===== src/rtl/data_mem_responder_if.sv =====
// Request/response bus between the core's load/store unit and the data memory.
interface data_mem_responder_if;
  logic        req_valid;
  logic        req_ready;
  logic        req_write;
  logic [31:0] req_addr;
  logic [31:0] req_wdata;
  logic        resp_valid;
  logic        resp_ready;
  logic [31:0] resp_rdata;
  logic        resp_error;

  modport master (
    output req_valid, req_write, req_addr, req_wdata, resp_ready,
    input  req_ready, resp_valid, resp_rdata, resp_error
  );

  modport slave (
    input  req_valid, req_write, req_addr, req_wdata, resp_ready,
    output req_ready, resp_valid, resp_rdata, resp_error
  );
endinterface


===== src/rtl/data_mem_responder.sv =====
// Word-organised data memory with a valid/ready request/response bus and a
// configurable number of wait states between request acceptance and response.
module data_mem_responder #(
  parameter int unsigned ADDR_W  = 8,
  parameter int unsigned LATENCY = 2
) (
  input  logic                  clk,
  input  logic                  reset,
  data_mem_responder_if.slave   bus,
  output logic                  busy
);

  localparam int unsigned DEPTH = 2 ** (ADDR_W - 2);

  typedef enum logic [1:0] {IDLE, WAIT, RESP} state_t;

  state_t      state, state_nxt;
  logic [3:0]  cnt, cnt_nxt;
  logic        cap_write;
  logic [31:0] cap_addr;
  logic [31:0] cap_wdata;
  logic [31:0] rdata_q;
  logic        error_q;
  logic [31:0] mem [DEPTH];

  // Execution port: driven on the edge that enters RESP.
  logic              exec;
  logic              ex_write;
  logic [31:0]       ex_addr;
  logic [31:0]       ex_wdata;
  logic              ex_err;
  logic [ADDR_W-3:0] ex_idx;

  // Next-state logic; with zero wait states the request executes straight
  // from the bus lines on its acceptance edge, otherwise from the capture regs.
  always_comb begin
    state_nxt = state;
    cnt_nxt   = cnt;
    exec      = 1'b0;
    ex_write  = cap_write;
    ex_addr   = cap_addr;
    ex_wdata  = cap_wdata;
    case (state)
      IDLE: begin
        if (bus.req_valid) begin
          if (LATENCY == 0) begin
            state_nxt = RESP;
            exec      = 1'b1;
            ex_write  = bus.req_write;
            ex_addr   = bus.req_addr;
            ex_wdata  = bus.req_wdata;
          end else begin
            state_nxt = WAIT;
            cnt_nxt   = 4'(LATENCY - 1);
          end
        end
      end
      WAIT: begin
        if (cnt != 4'd0) begin
          cnt_nxt = cnt - 4'd1;
        end else begin
          state_nxt = RESP;
          exec      = 1'b1;
        end
      end
      RESP: begin
        if (bus.resp_ready) state_nxt = IDLE;
      end
      default: state_nxt = IDLE;
    endcase
  end

  // Address decode: misaligned or beyond the decoded range is an error.
  always_comb begin
    ex_err = (ex_addr[1:0] != 2'b00) || ((ex_addr >> ADDR_W) != '0);
    ex_idx = ex_addr[ADDR_W-1:2];
  end

  // Control state, request capture and response registers.
  always_ff @(posedge clk or posedge reset) begin
    if (reset) begin
      state     <= IDLE;
      cnt       <= '0;
      cap_write <= 1'b0;
      cap_addr  <= '0;
      cap_wdata <= '0;
      rdata_q   <= '0;
      error_q   <= 1'b0;
    end else begin
      state <= state_nxt;
      cnt   <= cnt_nxt;
      if (state == IDLE && bus.req_valid) begin
        cap_write <= bus.req_write;
        cap_addr  <= bus.req_addr;
        cap_wdata <= bus.req_wdata;
      end
      if (exec) begin
        rdata_q <= (ex_write || ex_err) ? '0 : mem[ex_idx];
        error_q <= ex_err;
      end else if (state == RESP && bus.resp_ready) begin
        rdata_q <= '0;
        error_q <= 1'b0;
      end
    end
  end

  // Memory array write port; contents are deliberately not reset.
  always_ff @(posedge clk) begin
    if (exec && ex_write && !ex_err && !reset) mem[ex_idx] <= ex_wdata;
  end

  assign bus.req_ready  = (state == IDLE);
  assign bus.resp_valid = (state == RESP);
  assign bus.resp_rdata = rdata_q;
  assign bus.resp_error = error_q;
  assign busy           = (state != IDLE);

endmodule


===== src/flat_wrapper.sv =====
// flat-port wrapper written by rule: the top's interface ports become plain ports
module data_mem_responder_flat 
#(
  parameter int unsigned ADDR_W  = 8,
  parameter int unsigned LATENCY = 2
)
  (clk, reset, busy, bus_req_valid, bus_req_write, bus_req_addr, bus_req_wdata, bus_resp_ready, bus_req_ready, bus_resp_valid, bus_resp_rdata, bus_resp_error);
  data_mem_responder_if bus_i ();
  input  logic clk;
  input  logic reset;
  output logic busy;
  input wire logic [$bits(bus_i.req_valid)-1:0] bus_req_valid;
  input wire logic [$bits(bus_i.req_write)-1:0] bus_req_write;
  input wire logic [$bits(bus_i.req_addr)-1:0] bus_req_addr;
  input wire logic [$bits(bus_i.req_wdata)-1:0] bus_req_wdata;
  input wire logic [$bits(bus_i.resp_ready)-1:0] bus_resp_ready;
  output wire logic [$bits(bus_i.req_ready)-1:0] bus_req_ready;
  output wire logic [$bits(bus_i.resp_valid)-1:0] bus_resp_valid;
  output wire logic [$bits(bus_i.resp_rdata)-1:0] bus_resp_rdata;
  output wire logic [$bits(bus_i.resp_error)-1:0] bus_resp_error;
  assign bus_i.req_valid = bus_req_valid;
  assign bus_i.req_write = bus_req_write;
  assign bus_i.req_addr = bus_req_addr;
  assign bus_i.req_wdata = bus_req_wdata;
  assign bus_i.resp_ready = bus_resp_ready;
  assign bus_req_ready = bus_i.req_ready;
  assign bus_resp_valid = bus_i.resp_valid;
  assign bus_resp_rdata = bus_i.resp_rdata;
  assign bus_resp_error = bus_i.resp_error;
  data_mem_responder #(.ADDR_W(ADDR_W), .LATENCY(LATENCY)) u_core (.clk(clk), .reset(reset), .bus(bus_i), .busy(busy));
endmodule

===== config.mk =====
export PLATFORM = sky130hd
export DESIGN_NAME = data_mem_responder_flat
export DESIGN_NICKNAME = d
export VERILOG_FILES = /design/src/rtl/data_mem_responder_if.sv /design/src/rtl/data_mem_responder.sv /design/src/flat_wrapper.sv
export SDC_FILE = /design/constraint.sdc
export NUM_CORES = 2
export LEC_CHECK = 0
export CELL_PAD_IN_SITES_DETAIL_PLACEMENT = 0
export CELL_PAD_IN_SITES_GLOBAL_PLACEMENT = 2
export CORE_UTILIZATION = 52
export CTS_CLUSTER_DIAMETER = 120
export DETAILED_ROUTE_END_ITERATION = 16
export PLACE_DENSITY = 0.93
export REMOVE_ABC_BUFFERS = 1
export SYNTH_ARGS = -nofsm -noshare
export SYNTH_HDL_FRONTEND = slang
export SYNTH_SLANG_ARGS = --single-unit

===== constraint.sdc =====
create_clock -name clk -period 11.23 [get_ports clk]
set_input_delay 1.123 -clock clk [delete_from_list [all_inputs] [get_ports clk]]
set_output_delay 1.123 -clock clk [all_outputs]
set_load 0.02 [all_outputs]

Yosys cells after proc, flatten, opt, wreduce, memory -nomap -nowiden

Memories as Yosys holds them, arrays and structs flattened.
Cells that the tools add are included.

Memories kept: 1
Input port bits: 69
Logic and storage cells: 49
Memory bits (writable): 2048
Register bits after elaboration: 104

Eq/ne operators: 6
Multiplexer cells: 16
Reductions and logical operators: 18
$add $sub $neg: 1

Memories:

| memory     | depth | width | read ports | clocked after memory_dff | write ports | line                     | source |
|---|---|---|---|---|---|---|---|
| u_core.mem | 64    | 32    | 1          | 0                        | 1           | data_mem_responder.sv:24 | `logic [31:0] mem [DEPTH];` |

Operator list:

| cell                  | count |
|---|---|
| $mux W32              | 3 |
| $reduce_bool A32 Y1   | 1 |
| $mux W4               | 2 |
| $pmux W4 S2           | 1 |
| $reduce_bool A2 Y1    | 4 |
| $mux W1               | 6 |
| $mux W2               | 3 |
| $ne A2 B2 Y1 const B  | 3 |
| $pmux W2 S3           | 1 |
| $reduce_and A3 Y1     | 2 |
| $logic_and A1 B1 Y1   | 5 |
| $reduce_bool A4 Y1    | 1 |
| $sub A4 B1 Y4 const B | 1 |
| $eq A2 B1 Y1 const B  | 1 |
| $eq A2 B2 Y1 const B  | 1 |
| $logic_not A1 Y1      | 2 |
| $logic_not A2 Y1      | 1 |
| $logic_or A1 B1 Y1    | 2 |
| $ne A2 B1 Y1 const B  | 1 |

Logic depth before layout (Yosys ltp)

Word-level depth: 8
Mapped depth: 12
Gate-level depth less buffers: 8

Worst setup path before layout

OpenSTA, ideal clock, no wires.

Kind: input -> register
Start: input port reset
End: memory u_core.mem[0][0] (enable)
Path buffers: 1
Setup time: 0.421 ns
Slack: 7.555 ns
Cell stages on the path: 4
Data arrival time: 3.254 ns
Cells stage by stage: and4bb_2 > clkbuf_1 > nand3_1 > nor2_1

Longest elaborated chain between the ends: 4

Ends and longest elaborated chain:

| what                              | line                      | source |
|---|---|---|
| start: declaration                | flat_wrapper.sv:10        | `input logic reset;` |
| $logic_not A1 Y1 (no source line) | --                        |  |
| $logic_and A1 B1 Y1               | data_mem_responder.sv:109 | `if (exec && ex_write && !ex_err && !reset) mem[ex_idx] <= ex_wdata;` |
| $mux W1                           | data_mem_responder.sv:109 |  |
| $mux W1 (implied by the code)     | data_mem_responder.sv:109 |  |
| end: declaration                  | data_mem_responder.sv:24  |  |

Every way passes these cells.

Final worst setup path

Start: register u_core.cap_addr[4]
End: register u_core.rdata_q[23] (netlist: u_core.bus.resp_rdata[23])

Longest elaborated chain between the ends: 3

Ends and longest elaborated chain:

| what                     | line                     | source |
|---|---|---|
| start: declaration       | data_mem_responder.sv:20 | `logic [31:0] cap_addr;` |
| start signal: assignment | data_mem_responder.sv:94 | `cap_addr <= bus.req_addr;` |
| $mem_v2 Z64 W32          | --                       |  |
| $mux W32                 | data_mem_responder.sv:98 | `rdata_q <= (ex_write \|\| ex_err) ? '0 : mem[ex_idx];` |
| $mux W32                 | data_mem_responder.sv:97 | `if (exec) begin` |
| end signal: assignment   | data_mem_responder.sv:98 |  |
| end: declaration         | data_mem_responder.sv:22 | `logic [31:0] rdata_q;` |

Every way passes these cells.
A chain may end at the register's enable or synchronous reset.

==> flow_metrics.tcl <==
set metrics [dict create \
    grt_pass1_vias 45200 \
    numCtsBuffers 206 \
    grt_usage_pct 32.4 \
    cts_resized 0 \
    layout_common_cells "edfxtp_1, o22ai_1, mux2_2, clkbuf_16, mux4_2" \
    power_density_nw_per_um2 273 \
    io_pins 105 \
    combinationalPowerShare_pct 30.9 \
    violations "max-capacitance violations" \
    crit_arrival_ns 5.91 \
    status "finished, violations left" \
    syn2layout_area_growth_pct 13.3 \
    fmax_ghz 0.195 \
    initial_core_util_pct 52.5 \
    skew_ns 0.0576 \
    dr.pass1.iters 6 \
    htree_levels 4 \
    final_common_cell "edfxtp_1" \
    num-nets-final 4647 \
    postSynth.asyncResetShare_pct 4.83 \
    cts.path.max_buffers 3 \
    port_buffers 104 \
    internal-power_mw 16.1 \
    synthTopCellsByArea "edfxtp_1, mux4_2, dfrtp_1" \
    cap_viol_max_count 1 \
    seq_power_share_pct 41.6 \
    ant_nets 0 \
    power_leakage_nw 29.2 \
    cts_tree "yes" \
    power.total_mw 25.4 \
    setup_violations 0 \
    routedWlPerCell_um 38.0 \
    vdd_drop_max_uv 262 \
    antenna_found_initial 21 \
    slew_headroom_pct 2.20 \
    post-cts-setup-buffer-count 0 \
    whs_ns 0.485 \
    worstPathRequired_ns 12.01 \
    ys_seq_elements 2152 \
    synth_cell_type_count 69 \
    syn-cell-area_um2 82100 \
    ys.flop_type "edfxtp_1" \
    root_buffer "clkbuf_16" \
    fin_cells 6823 \
    critical_path.endpoint_type "flop" \
    synth.top_cell.area_share_pct 74.9 \
    core_um2 157000 \
    die_area_um2 160000 \
    hold_violations 0 \
    synth_edf_count 2048 \
    place_ws_ns 6.40 \
    drc 0 \
    ys_warn_count 0 \
    grt_overflow_total 0 \
    drt_iter0_markers 8687 \
    postSynthCellCount 4400 \
    fin_ws_ns 6.11 \
    path_clk_slew_ns 0.06 \
    fp-row-count 145 \
    clock-sinks 2152 \
    routed-via-count 48100 \
    clk-insertion-delay-late_ns 0.87 \
    wl_um 259000 \
    clockPowerShare_pct 27.4 \
    synth.avg_cell_area_um2 18.7 \
    via_per_inst 7.05 \
    slew_violations 0 \
    start_kind "flop" \
    finalCritPeriodShare_pct 45.6 \
    power.share.switching_pct 36.5 \
    ctsHoldBuffers 0 \
    criticalPathCategory "flop to flop" \
    rsz0062_at_grt "false" \
    ys_seq_area_share_pct 78.1 \
    synth_area_leader_cell "edfxtp_1" \
    hold_path_class "flop to flop" \
    dp_cells 6426 \
    tightest_slew_ns 1.45 \
    critPathMaxFanout 47 \
    drive_gt1_share_pct 20.9 \
    dp_hpwl_um 148000 \
    grt_pass1_wl_um 356000 \
    die_x_um 399 \
    dieHeight_um 399 \
    globalplace.congestion 0.996 \
    final.min_clock_period_ns 5.12 \
    grt_max_degree 91 \
    p_switching_mw 9.28 \
]
[final timing paths]
path	start	cells past startpoint	slack, ns	end
max in group asynchronous	reset	3	9.11	u_core.cap_wdata[20]$_DFFE_PP0P_
max reg2reg	u_core.cap_addr[4]$_DFFE_PP0P_	9	6.11	u_core.bus.resp_rdata[23]$_DFFE_PP0P_
min reg2reg	u_core.cap_wdata[1]$_DFFE_PP0P_	0	0.48	u_core.mem[14][1]$_DFFE_PP_
max	u_core.cap_addr[4]$_DFFE_PP0P_	9	6.11	u_core.bus.resp_rdata[23]$_DFFE_PP0P_
min in group asynchronous	reset	2	0.75	u_core.bus.resp_error$_DFFE_PP0P_
min	u_core.cap_wdata[1]$_DFFE_PP0P_	0	0.48	u_core.mem[14][1]$_DFFE_PP_
[cell type report]
cell class              count  area, um2
flip-flops and latches   2152      64200
clock buffers             244       5340
well taps                2058       2570
clock inverters           146       1450
repair buffers            260       2250
fillers                 11000      63500
multi-input cells        1939      17200
inverters                  18       77.6
diodes                      6       15.0
[Yosys cell counts, types with 7 or more instances]
master        n
nand2_1     140
a22o_1       20
a22oi_1      27
edfxtp_1   2048
o22a_1       35
a211oi_1     45
nor2b_1      23
a32o_1        7
o221ai_1    126
a221o_1       7
nor3_1       16
buf_1        25
nand2b_1     11
o22ai_1     284
inv_1        18
dfrtp_1     104
a2bb2oi_1    15
mux2_2      218
mux4_2      186
o32ai_1       7
nand3_1      24
nor4_1       17
and3_1        7
clkbuf_1    115
a21oi_1     130
o21ai_0     125
o31ai_1      15
buf_2       113
buf_4        36
mux2i_1     146
a221oi_1     29
nor2_1      174
[routing by layer]
layer	global-route usage (%)	routed length [um]	up-vias
li1	-	-	18500
met5	0	108	-
met2	46.6	113000	4410
met1	43.2	87400	24400
met4	17.8	16900	18
met3	11.5	42000	759
[cells by family (layout without fill, tap and decap cells)]
| logic type | Yosys count | in the layout | share of synthesized area (%) |
|---|---|---|---|
| DFF | 2152 | 2152 | 78.1 |
| AOI/OAI and AO/OA | 930 | 930 | 7.75 |
| muxes | 550 | 550 | 9.87 |
| and+or+nand+nor | 456 | 456 | 2.52 |
| buffers and inverters | 309 | 668 | 1.77 |
| xor gates and xnor gates | 2 | 2 | 0.0213 |
| adders and majority gates | 1 | 1 | 0.0152 |
| other | 0 | 6 | 0 |
[worst max-delay path, cell delays in order, from the launching register on]
cell,delay (ns)
dfrtp_4,0.49
buf_4,0.50
buf_4,0.77
buf_4,0.50
or3b_2,0.78
o22ai_1,0.15
nor2_1,0.15
o22ai_1,0.13
nor4_1,1.24
a22o_1,0.25
[power groups by stage]
stage,sequential [mW],combinational (mW),clock (mW)
after detailed placement,10.7,7.49,0
after global placement,10.7,7.37,0
final,10.6,7.86,6.97
after floorplan,11.4,4.22,0
after global routing,10.6,7.86,7.27
after CTS,10.6,7.53,6.97
[stage by stage]
stage	util [%]	instance area [um2]	setup TNS (ns)
6_report	59.4	93000	0
3_5_place_dp	55.1	86200	0
3_3_place_gp	55.1	86200	0
4_1_cts	59.4	93000	0
5_1_grt	59.4	93000	0
2_1_floorplan	-	80700	-9095.59
[sequential cells by signal, summed over array words and instances (netlist names)]
name / flops
u_core.cap_write: 1
u_core.bus.resp_error: 1
u_core.bus.resp_rdata: 32
u_core.state: 2
u_core.cap_addr: 32
u_core.cap_wdata: 32
u_core.mem: 2048
u_core.cnt: 4
Note: power is estimated with default switching activity, not from simulation.
